[src/rtl/hazard_ctrl.sv]
// Purpose: stall/clear/forward control for the 5-stage MIPS pipeline, plus mult/div busy timer and stall counter.
// Latency: stall, enables and forward selects are combinational; md_busy and stall_cnt are registered (1 cycle).
// Backpressure: stall freezes PC and F/D and bubbles D/E; E/M is never held or cleared.
module hazard_ctrl #(
  parameter int MULT_CYCLES = 5,
  parameter int DIV_CYCLES  = 10,
  parameter int CNT_W       = 32
) (
  input  logic             clk,
  input  logic             reset,
  input  logic [4:0]       D_A1,
  input  logic [4:0]       D_A2,
  input  logic             D_A1use,
  input  logic             D_A2use,
  input  logic [1:0]       D_Tuse_rs,
  input  logic [1:0]       D_Tuse_rt,
  input  logic             D_is_md,
  input  logic [4:0]       E_A1,
  input  logic [4:0]       E_A2,
  input  logic [4:0]       E_A3,
  input  logic             E_Reg_Write,
  input  logic [3:0]       E_Tnew,
  input  logic [1:0]       E_md_start,
  input  logic [4:0]       M_A2,
  input  logic [4:0]       M_A3,
  input  logic             M_Reg_Write,
  input  logic [3:0]       M_Tnew,
  input  logic [4:0]       W_A3,
  input  logic             W_Reg_Write,
  output logic             stall,
  output logic             PC_WE,
  output logic             F_D_RegWE,
  output logic             D_E_clear,
  output logic             E_M_RegWE,
  output logic             E_M_clear,
  output logic [1:0]       D_fwd_rs,
  output logic [1:0]       D_fwd_rt,
  output logic [1:0]       E_fwd_rs,
  output logic [1:0]       E_fwd_rt,
  output logic             M_fwd_rt,
  output logic             md_busy,
  output logic [CNT_W-1:0] stall_cnt
);

  // Counter must hold the longer of the two latencies, never narrower than 4 bits.
  localparam int MD_MAX = (MULT_CYCLES > DIV_CYCLES) ? MULT_CYCLES : DIV_CYCLES;
  localparam int MD_W   = ($clog2(MD_MAX + 1) < 4) ? 4 : $clog2(MD_MAX + 1);

  logic [MD_W-1:0] md_cnt;

  logic e_hit_d1, m_hit_d1, w_hit_d1;
  logic e_hit_d2, m_hit_d2, w_hit_d2;
  logic m_hit_e1, w_hit_e1, m_hit_e2, w_hit_e2;
  logic w_hit_m2;
  logic stall_rs, stall_rt, stall_md;
  logic md_start_mult, md_start_div;

  // Producer/consumer register matches; $0 never matches anything.
  always_comb begin
    e_hit_d1 = E_Reg_Write && (E_A3 == D_A1) && (D_A1 != 5'd0);
    m_hit_d1 = M_Reg_Write && (M_A3 == D_A1) && (D_A1 != 5'd0);
    w_hit_d1 = W_Reg_Write && (W_A3 == D_A1) && (D_A1 != 5'd0);
    e_hit_d2 = E_Reg_Write && (E_A3 == D_A2) && (D_A2 != 5'd0);
    m_hit_d2 = M_Reg_Write && (M_A3 == D_A2) && (D_A2 != 5'd0);
    w_hit_d2 = W_Reg_Write && (W_A3 == D_A2) && (D_A2 != 5'd0);
    m_hit_e1 = M_Reg_Write && (M_A3 == E_A1) && (E_A1 != 5'd0);
    w_hit_e1 = W_Reg_Write && (W_A3 == E_A1) && (E_A1 != 5'd0);
    m_hit_e2 = M_Reg_Write && (M_A3 == E_A2) && (E_A2 != 5'd0);
    w_hit_e2 = W_Reg_Write && (W_A3 == E_A2) && (E_A2 != 5'd0);
    w_hit_m2 = W_Reg_Write && (W_A3 == M_A2) && (M_A2 != 5'd0);
  end

  // Stall when a producer's result arrives later than the D instruction needs it,
  // or when a mult/div-family instruction meets a busy or just-starting unit.
  always_comb begin
    md_start_mult = (E_md_start == 2'b01);
    md_start_div  = (E_md_start == 2'b10);
    stall_rs = D_A1use && ((e_hit_d1 && (E_Tnew > {2'b00, D_Tuse_rs})) ||
                           (m_hit_d1 && (M_Tnew > {2'b00, D_Tuse_rs})));
    stall_rt = D_A2use && ((e_hit_d2 && (E_Tnew > {2'b00, D_Tuse_rt})) ||
                           (m_hit_d2 && (M_Tnew > {2'b00, D_Tuse_rt})));
    stall_md = D_is_md && (md_busy || md_start_mult || md_start_div);
    stall    = stall_rs || stall_rt || stall_md;
    PC_WE     = ~stall;
    F_D_RegWE = ~stall;
    D_E_clear = stall;
    E_M_RegWE = 1'b1;
    E_M_clear = 1'b0;
  end

  // Forward selects: youngest ready producer wins.
  always_comb begin
    D_fwd_rs = 2'd0;
    D_fwd_rt = 2'd0;
    E_fwd_rs = 2'd0;
    E_fwd_rt = 2'd0;
    M_fwd_rt = 1'b0;
    if (e_hit_d1 && (E_Tnew == 4'd0))      D_fwd_rs = 2'd3;
    else if (m_hit_d1 && (M_Tnew == 4'd0)) D_fwd_rs = 2'd2;
    else if (w_hit_d1)                     D_fwd_rs = 2'd1;
    if (e_hit_d2 && (E_Tnew == 4'd0))      D_fwd_rt = 2'd3;
    else if (m_hit_d2 && (M_Tnew == 4'd0)) D_fwd_rt = 2'd2;
    else if (w_hit_d2)                     D_fwd_rt = 2'd1;
    if (m_hit_e1 && (M_Tnew == 4'd0))      E_fwd_rs = 2'd2;
    else if (w_hit_e1)                     E_fwd_rs = 2'd1;
    if (m_hit_e2 && (M_Tnew == 4'd0))      E_fwd_rt = 2'd2;
    else if (w_hit_e2)                     E_fwd_rt = 2'd1;
    if (w_hit_m2)                          M_fwd_rt = 1'b1;
  end

  // Mult/div busy timer: loads on a start while idle, then counts down to zero.
  // Starts seen while already counting are ignored; the stall keeps them from happening.
  always_ff @(posedge clk) begin
    if (reset) begin
      md_cnt <= '0;
    end else if (md_cnt == '0) begin
      if (md_start_mult)     md_cnt <= MD_W'(MULT_CYCLES);
      else if (md_start_div) md_cnt <= MD_W'(DIV_CYCLES);
    end else begin
      md_cnt <= md_cnt - MD_W'(1);
    end
  end

  assign md_busy = (md_cnt != '0);

  // Saturating count of stalled cycles.
  always_ff @(posedge clk) begin
    if (reset) begin
      stall_cnt <= '0;
    end else if (stall && (stall_cnt != {CNT_W{1'b1}})) begin
      stall_cnt <= stall_cnt + CNT_W'(1);
    end
  end

endmodule
[config.mk]
export PLATFORM = sky130hd
export DESIGN_NAME = hazard_ctrl
export DESIGN_NICKNAME = d
export VERILOG_FILES = /design/src/rtl/hazard_ctrl.sv
export SDC_FILE = /design/constraint.sdc
export NUM_CORES = 1
export LEC_CHECK = 0
export ABC_AREA = 1
export BUFFER_PORTS_ARGS = -buffer_cell sky130_fd_sc_hd__buf_2
export CAP_MARGIN = 15
export CORE_ASPECT_RATIO = 0.9
export CORE_MARGIN = 5
export CORE_UTILIZATION = 55
export CTS_CLUSTER_DIAMETER = 80
export DETAILED_ROUTE_END_ITERATION = 6
export PLACE_DENSITY = 0.85
export SYNTH_ARGS = -nofsm -noshare
export SYNTH_HDL_FRONTEND = slang
export SYNTH_SLANG_ARGS = --single-unit
[constraint.sdc]
create_clock -name clk -period 6.05 [get_ports clk]
set_input_delay 1.21 -clock clk [delete_from_list [all_inputs] [get_ports clk]]
set_output_delay 1.21 -clock clk [all_outputs]
set_load 0.03 [all_outputs]
Word-level counts from Yosys, hierarchy flattened
Index checks and enable logic that the tools add are counted.
- add/sub/neg operators: 2
- order comparisons: 4
- equal/unequal tests: 15
- mux-type cells: 14
- bitwise gates (word level): 1
- reductions and logical operators: 51
- operator list (operator ; number):
    equality test 5 bit ; 11
    logical AND 1 bit ; 36
    adder 32 x 1 -> 32 bit (second input constant) ; 1
    != test 32 bit (second input constant) ; 1
    nonzero test 5 bit ; 5
    > comparator 4 x 2 -> 1 bit ; 4
    logical NOT 4 bit ; 3
    2-to-1 mux 2 bit ; 6
    2-to-1 mux 4 bit ; 3
    logical OR 1 bit ; 6
    2-to-1 mux 1 bit ; 5
    nonzero test 4 bit ; 1
    subtractor 4 x 1 -> 4 bit (second input constant) ; 1
    != test 3 bit (second input constant) ; 1
    equality test 2 x 1 -> 1 bit (second input constant) ; 1
    equality test 2 bit (second input constant) ; 1
    inverter 1 bit ; 1
- flip-flop bits (word level): 36
- input port bits: 62
- output and inout port bits: 48
- logic and storage cells: 89

Depth between registers and ports, before layout
Gate-level depths: netlist of the first run.
- word-level depth: 9
- gate-level depth with buffers: 15
- gate-level depth less buffers: 14

Worst setup path before layout of the first run
OpenSTA, ideal clock, no wires.
- path type: input to output
- start: input port M_Tnew[1]
- end: output port E_fwd_rs[0]
- arrival: 3.172 ns
- required time: 4.840 ns
- setup slack: 1.668 ns
- cell stages on the path: 4
- path buffers: 0
- cell sequence: nor4_1 -> nand4_1 -> nor4_1 -> nor3_1
- cells in the longest elaborated chain, start to end: 3
- RTL lines (element ; RTL line ; text):
    start, declared ; 27 ; input logic [3:0] M_Tnew,
    logical NOT 4 bit ; 104 ; if (m_hit_e1 && (M_Tnew == 4'd0)) E_fwd_rs = 2'd2;
    logical AND 1 bit ; 104 ;
    2-to-1 mux 2 bit ; 104 ;
    end, declared ; 38 ; output logic [1:0] E_fwd_rs,
No other way between the ends.

Final worst setup path of the first run
- start: input port D_Tuse_rs[1]
- end: output port PC_WE
- cells in the longest elaborated chain, start to end: 7
- elaborated cells between the ends (all ways): 9
- those cells by class: order compare (2); bitwise (1); reduce/logical (6)
- RTL lines (element ; RTL line ; text):
    start, declared ; 15 ; input logic [1:0] D_Tuse_rs,
    > comparator 4 x 2 -> 1 bit, on equally long branches ; 78, 79 ;
    logical AND 1 bit, on equally long branches ; 78, 79 ;
    logical OR 1 bit * ; 78 ; stall_rs = D_A1use && ((e_hit_d1 && (E_Tnew > {2'b00, D_Tuse_rs})) ||
    logical AND 1 bit * ; 78 ;
    logical OR 1 bit * (2 in series) ; 83 ; stall = stall_rs || stall_rt || stall_md;
    inverter 1 bit * ; 84 ; PC_WE = ~stall;
    end, declared ; 31 ; output logic PC_WE,
Every way passes the cells marked *; elsewhere a longest branch is shown, timed or not.

==> impl_metrics.env, run 1 <==
export IMPL_status="complete, no violations"
export IMPL_fin_tns_setup_ps=0
export IMPL_syn_to_final_growth_pct=17.16
export IMPL_synth_seq_cells=36
export IMPL_max_freq_mhz=237.8
export IMPL_io_pins=110
export IMPL_hold_path_class="flop to flop"
export IMPL_path_class="input port to output pin"
export IMPL_htreeDepth=2
export IMPL_overflow=0
export IMPL_crit_chain="buf_2, inv_1, ha_1, inv_1, nor2_1, o21ai_0, nand2_1, nand3_1, nand2_1, nand2_2, nand3_4, inv_1, buf_2"
export IMPL_drive_gt1_share_pct=20.03
export IMPL_die_area_mm2=0.008014
export IMPL_yosys_area_share_simple_pct=43.25
export IMPL_fp_dieH_um=85.43
export IMPL_crit_path_max_fanout=47
export IMPL_final_max_slew_violation_count=0
export IMPL_nets=752
export IMPL_cp_slowest_stage_delay_ps=410
export IMPL_worstPathArrival_ps=2990
export IMPL_clockBufferDepth=2
export IMPL_worst_slew_pin_slew_ps=964.0
export IMPL_post_cts_buffers=0
export IMPL_cts_resized_gates=0
export IMPL_ys_dominant_reg_cell="dfxtp_1"
export IMPL_synth_async_sr_flop_share_pct=0
export IMPL_core_mm2=0.006148
export IMPL_globalplace_congestion=1.048
export IMPL_leakage_nw=2.198
export IMPL_synth_top_family_by_area="simple AND/OR/NAND/NOR gates"
export IMPL_diodes=0
export IMPL_cts_sinks=36
export IMPL_initial_core_util_pct=56.55
export IMPL_mostFrequentLayoutCells="nand2_1 (155), buf_2 (107), nor2_1 (89), inv_1 (80), nand3_1 (43)"
export IMPL_clock_latency_ps=280
export IMPL_fin_crit_ps=4204
export IMPL_synth_top_area_cell="dfxtp_1"
export IMPL_die_width_um=93.81
export IMPL_synth_edf_count=0
export IMPL_syn_inst=583
export IMPL_routedWlPerCell_um=12.25
export IMPL_dp_cells=758
export IMPL_cts_tree="yes"
export IMPL_synth_xor_area_share_pct=9.068
export IMPL_grt_antenna_before_repair=0
export IMPL_grt_start_max_net_pins=48
export IMPL_fin_crit_sh_pct=69.49
export IMPL_final_setup_viol_count=0
export IMPL_cp_common_cell="inv_1"
export IMPL_relSlewSlack_pct=35.34
export IMPL_yosys_warnings=0
export IMPL_rsz0062_at_grt="false"
export IMPL_clkSlewWorstSetupHoldPaths_ps=70
export IMPL_fin_cells=766
export IMPL_drc_errors=0
export IMPL_peakVddDrop_mv=0.2466
export IMPL_cts_buffers=5
export IMPL_critPathRequiredTime_ps=4840
export IMPL_dp_slack_ps=1859
export IMPL_synth_compound_area_share_pct=9.500
export IMPL_synth_cell_types=38
export IMPL_ant_nets=0
export IMPL_final_common_cell="nand2_1"
export IMPL_num_vias=3876
export IMPL_cp_end_kind="output pin"
export IMPL_hold_viol=0
export IMPL_power_density_mw_per_mm2=217.8
export IMPL_synth_seq_area_share_pct=20.73
export IMPL_synthAdderAreaFrac_pct=4.318
export IMPL_syn_avg_cell_area_um2=5.964
export IMPL_hpwl_mm=7.386
export IMPL_netlist_area_mm2=0.003477
export IMPL_grt_pass1_vias=3678
export IMPL_cts_hold_buffers=0
export IMPL_synthMuxAreaShare_pct=0
export IMPL_cp_start_kind="input port"
export IMPL_io_buffers=107
export IMPL_placementRows=27
export IMPL_grt_usage_pct=23.55
export IMPL_dr_first_iter_drc_count=207
export IMPL_synth_net_count=657
export IMPL_clock_skew_ps=5.044
export IMPL_root_buffer="clkbuf_8"
export IMPL_cpMaxStageDelayCell="nand3_4"
export IMPL_grt_pass1_wl_mm=15.95
export IMPL_synth_top_area_share_pct=20.73
export IMPL_vias_per_cell=5.060
export IMPL_drv_max_cap_violation_count=0
export IMPL_drt_total_wl_mm=9.380
export IMPL_setup_slack_ps=1846
export IMPL_drtPass1Iterations=5
export IMPL_synth_area_leaders="dfxtp_1 (21%), nand2_1 (17%), nor2_1 (9.6%)"
-- metrics by stage --
| step | hold slack, ps | area (um^2) | utilization, % | total power [mW] |
|---|---|---|---|---|
| after floorplan | 454.9 | 3477 | - | 0.6219 |
| after global placement | 478.2 | 3984 | 64.79 | 0.7004 |
| after detailed placement | 482.0 | 3984 | 64.79 | 0.7129 |
| after CTS | 493.0 | 4074 | 66.26 | 0.8915 |
| final | 488.3 | 4074 | 66.26 | 0.8872 |
| after global routing | 532.7 | 4074 | 66.26 | 0.9590 |
-- routing by layer --
| layer | global-route usage (%) | routed length (um) |
|---|---|---|
| met3 | 4.433 | 694 |
| met4 | 6.955 | 115 |
| met5 | 0 | 0 |
| met1 | 31.50 | 4305 |
| met2 | 38.36 | 4265 |
-- final timing paths --
kind / start / end / slack (ps) / cells after the start
worst min register to register: md_cnt[2] / md_cnt[2] / 490 / 2
worst max-delay path: D_Tuse_rs[1] / PC_WE / 1850 / 13
worst min-delay path: md_cnt[2] / md_cnt[2] / 490 / 2
worst max register to register: md_cnt[0] / stall_cnt[18] / 3530 / 13
-- synth_stat cells (2+ instances only) --
cell type / instances
o2111ai_1: 3
a211oi_1: 3
xnor2_1: 13
a21oi_1: 31
buf_2: 2
nand3_1: 43
ha_1: 12
nor3_1: 13
o21ai_0: 11
nor3_2: 2
dfxtp_1: 36
buf_4: 7
nand2_2: 4
a221oi_1: 3
nor2_4: 2
buf_6: 5
nand3_2: 5
nand2_1: 155
nor2_1: 89
clkbuf_1: 5
nor2_2: 5
nor4_1: 6
nand3b_1: 2
clkinv_1: 2
nand4_1: 8
inv_1: 80
conb_1: 2
o22ai_1: 2
xor2_1: 23
-- power by group --
part / internal (mW) / leakage [nW] / switching [mW]
Clock: 0.0929 / 0.0455 / 0.0840
Combinational: 0.132 / 1.86 / 0.267
Sequential: 0.271 / 0.294 / 0.0396
Total: 0.496 / 2.20 / 0.391
-- final cells by class --
cell class              instances  area (um^2)
inverters                      83        311.5
repair buffers                107        535.5
fillers                       585         2074
clock buffers                   8        90.09
multi-input cells             445         2307
well taps                      87        108.9
flip-flops and latches         36        720.7
-- sequential cells by signal (all words and copies together) (netlist names) --
register	cells
md_cnt	4
stall_cnt	32
-- critical path, delay by kind of cell --
kind / cells / cell delay [ps]
AOI/OAI and AO/OA: 1 / 160
adders and majority gates: 1 / 300
buffers and inverters: 5 / 600
and+or+nand+nor: 6 / 720
-- kinds of logic (layout without fill, tap and decap cells) --
kind of cell | after synthesis | in the layout
compound gates | 57 | 57
flops | 36 | 36
fa+ha+maj | 12 | 12
other cells | 2 | 2
buf+inv | 102 | 198
simple gates | 338 | 338
xor+xnor | 36 | 36
Note: power is estimated with default switching activity, not from simulation.
==> run 2: changes to the inputs <==
Settings changed: CORE_UTILIZATION 55 to 47, PLACE_DENSITY 0.85 to 0.77.
Clock period 6.05 ns to 3.6 ns, I/O delays scaled along.
==> run 2 against run 1 <==
  * Core utilization fell by 8.3 points
  * Largest power group unchanged
  * Wire length rose by 1.9%
  * Non-clock buffer count rose by 3
  * Clock skew rose by 3.8 ps
  * Via count rose by 3.3%
==> impl_metrics.env, run 2 (synthesis gave the netlist of run 1 again) <==
export IMPL_status="complete, no violations"
export IMPL_cp_common_cell="inv_1"
export IMPL_hold_viol=0
export IMPL_overflow=0
export IMPL_diodes=0
export IMPL_globalplace_congestion=0.9234
export IMPL_num_vias=4002
export IMPL_top_register="stall_cnt"
export IMPL_grt_start_max_net_pins=35
export IMPL_grt_usage_pct=20.20
export IMPL_vias_per_cell=5.164
export IMPL_fin_crit_ps=3051
export IMPL_placementRows=29
export IMPL_hpwl_mm=7.721
export IMPL_cp_slowest_stage_delay_ps=320
export IMPL_cts_buffers=5
export IMPL_syn_to_final_growth_pct=18.53
export IMPL_clkSlewWorstSetupHoldPaths_ps=70
export IMPL_crit_path_max_fanout=29
export IMPL_fp_dieH_um=91.60
export IMPL_path_class="flop to output pin"
export IMPL_cts_tree="yes"
export IMPL_cts_resized_gates=0
export IMPL_largest_registers="stall_cnt (32), md_cnt (4)"
export IMPL_peakVddDrop_mv=0.2881
export IMPL_clock_latency_ps=290
export IMPL_grt_pass1_vias=3658
export IMPL_root_buffer="clkbuf_8"
export IMPL_max_freq_mhz=327.8
export IMPL_setup_slack_ps=549.5
export IMPL_final_setup_viol_count=0
export IMPL_htreeDepth=2
export IMPL_initial_core_util_pct=48.89
export IMPL_drv_max_cap_violation_count=0
export IMPL_io_pins=110
export IMPL_fin_crit_sh_pct=84.74
export IMPL_power_density_mw_per_mm2=377.2
export IMPL_drt_total_wl_mm=9.556
export IMPL_drc_errors=0
export IMPL_mostFrequentLayoutCells="nand2_1 (155), buf_2 (107), nor2_1 (89), inv_1 (80), nand3_1 (43)"
export IMPL_clockBufferDepth=2
export IMPL_post_cts_buffers=0
export IMPL_drtPass1Iterations=4
export IMPL_leakage_nw=2.223
export IMPL_largest_reg_flops=32
export IMPL_dp_slack_ps=585.2
export IMPL_cpLargestDelayFamily="simple AND/OR/NAND/NOR gates"
export IMPL_clock_skew_ps=8.877
export IMPL_final_common_cell="nand2_1"
export IMPL_cts_hold_buffers=0
export IMPL_io_buffers=107
export IMPL_nets=755
export IMPL_ant_nets=0
export IMPL_crit_chain="inv_1, ha_1, inv_1, nor2_1, inv_1, nor2_1, nand2_1, o21ai_2, nand3_4, inv_1, buf_2"
export IMPL_core_mm2=0.007112
export IMPL_grt_pass1_wl_mm=15.77
export IMPL_cp_end_kind="output pin"
export IMPL_rsz0062_at_grt="false"
export IMPL_cpMaxStageDelayCell="nand3_4"
export IMPL_die_width_um=100.7
export IMPL_cts_sinks=36
export IMPL_dr_first_iter_drc_count=191
export IMPL_timing_hold_ws_ps=488.7
export IMPL_cp_start_kind="flop"
export IMPL_drive_gt1_share_pct=20.53
export IMPL_hold_path_class="flop to flop"
export IMPL_worstPathArrival_ps=2330
export IMPL_final_max_slew_violation_count=0
export IMPL_cp_num_buf_inv=5
export IMPL_critPathRequiredTime_ps=2880
export IMPL_die_area_mm2=0.009221
export IMPL_routedWlPerCell_um=12.33
export IMPL_fin_tns_setup_ps=0
export IMPL_grt_antenna_before_repair=0
==> run 2: changes by cell type in the layout (fill, tap and decap cells not counted) <==
cell	previous run	this run
clkbuf_8	6	5
clkinv_2	0	1
buf_4	0	3
bufinv_16	0	1
clkbuf_1	2	1
==> run 2: layer usage <==
metal  vias to the layer above  global-route usage (%)  routed length (um)
met1                      1798                   25.91                4305
met2                       146                   34.16                4331
met5                         -                       0                   0
li1                       2042                       -                   -
met3                        16                   4.138                 808
met4                         0                   5.387                 110
==> run 2: power breakdown <==
part | switching, mW | internal (mW)
Sequential | 0.0678 | 0.456
Combinational | 0.453 | 0.226
Clock | 0.147 | 0.206
Total | 0.668 | 0.887
==> run 2: final timing paths <==
| kind | slack [ps] | from | depth (start not counted) | to |
|---|---|---|---|---|
| worst max register to register | 960 | md_cnt[0] | 14 | stall_cnt[18] |
| worst min-delay path | 490 | md_cnt[2] | 2 | md_cnt[2] |
| worst max-delay path | 550 | md_cnt[0] | 11 | F_D_RegWE |
| worst min register to register | 490 | md_cnt[2] | 2 | md_cnt[2] |
==> run 2: cell type report <==
cell class                      instances  area (um^2)
Multi-Input combinational cell        445         2307
Clock buffer                            6        72.57
Fill cell                             748         2990
Tap cell                               93        116.4
Timing Repair Buffer                  110        558.0
Inverter                               83        311.5
Clock inverter                          2        35.03
Sequential cell                        36        720.7
==> run 2: through the flow <==
| step | power [mW] | util, % | cells | instance area, um^2 |
|---|---|---|---|---|
| finish | 1.555 | 57.95 | 775 | 4121 |
| global route | 1.680 | 57.95 | 775 | 4121 |
| CTS | 1.568 | 57.95 | 775 | 4121 |
| detailed placement | 1.210 | 56.44 | 767 | 4014 |
| global placement | 1.191 | 56.44 | 767 | 4014 |
| floorplan | 1.045 | - | 583 | 3477 |
==> run 2: worst reg2reg max path: stages, from the launching register on <==
cell and delay [ps]:
dfxtp_1 310, inv_1 90, ha_1 150, inv_1 50, nor2_1 110, inv_1 50, nor2_1 210, nand2_1 150
o21ai_2 260, nand3_4 320, buf_4 330, nand2_2 310, nand2_1 110, nand2_1 70, nor2_1 40
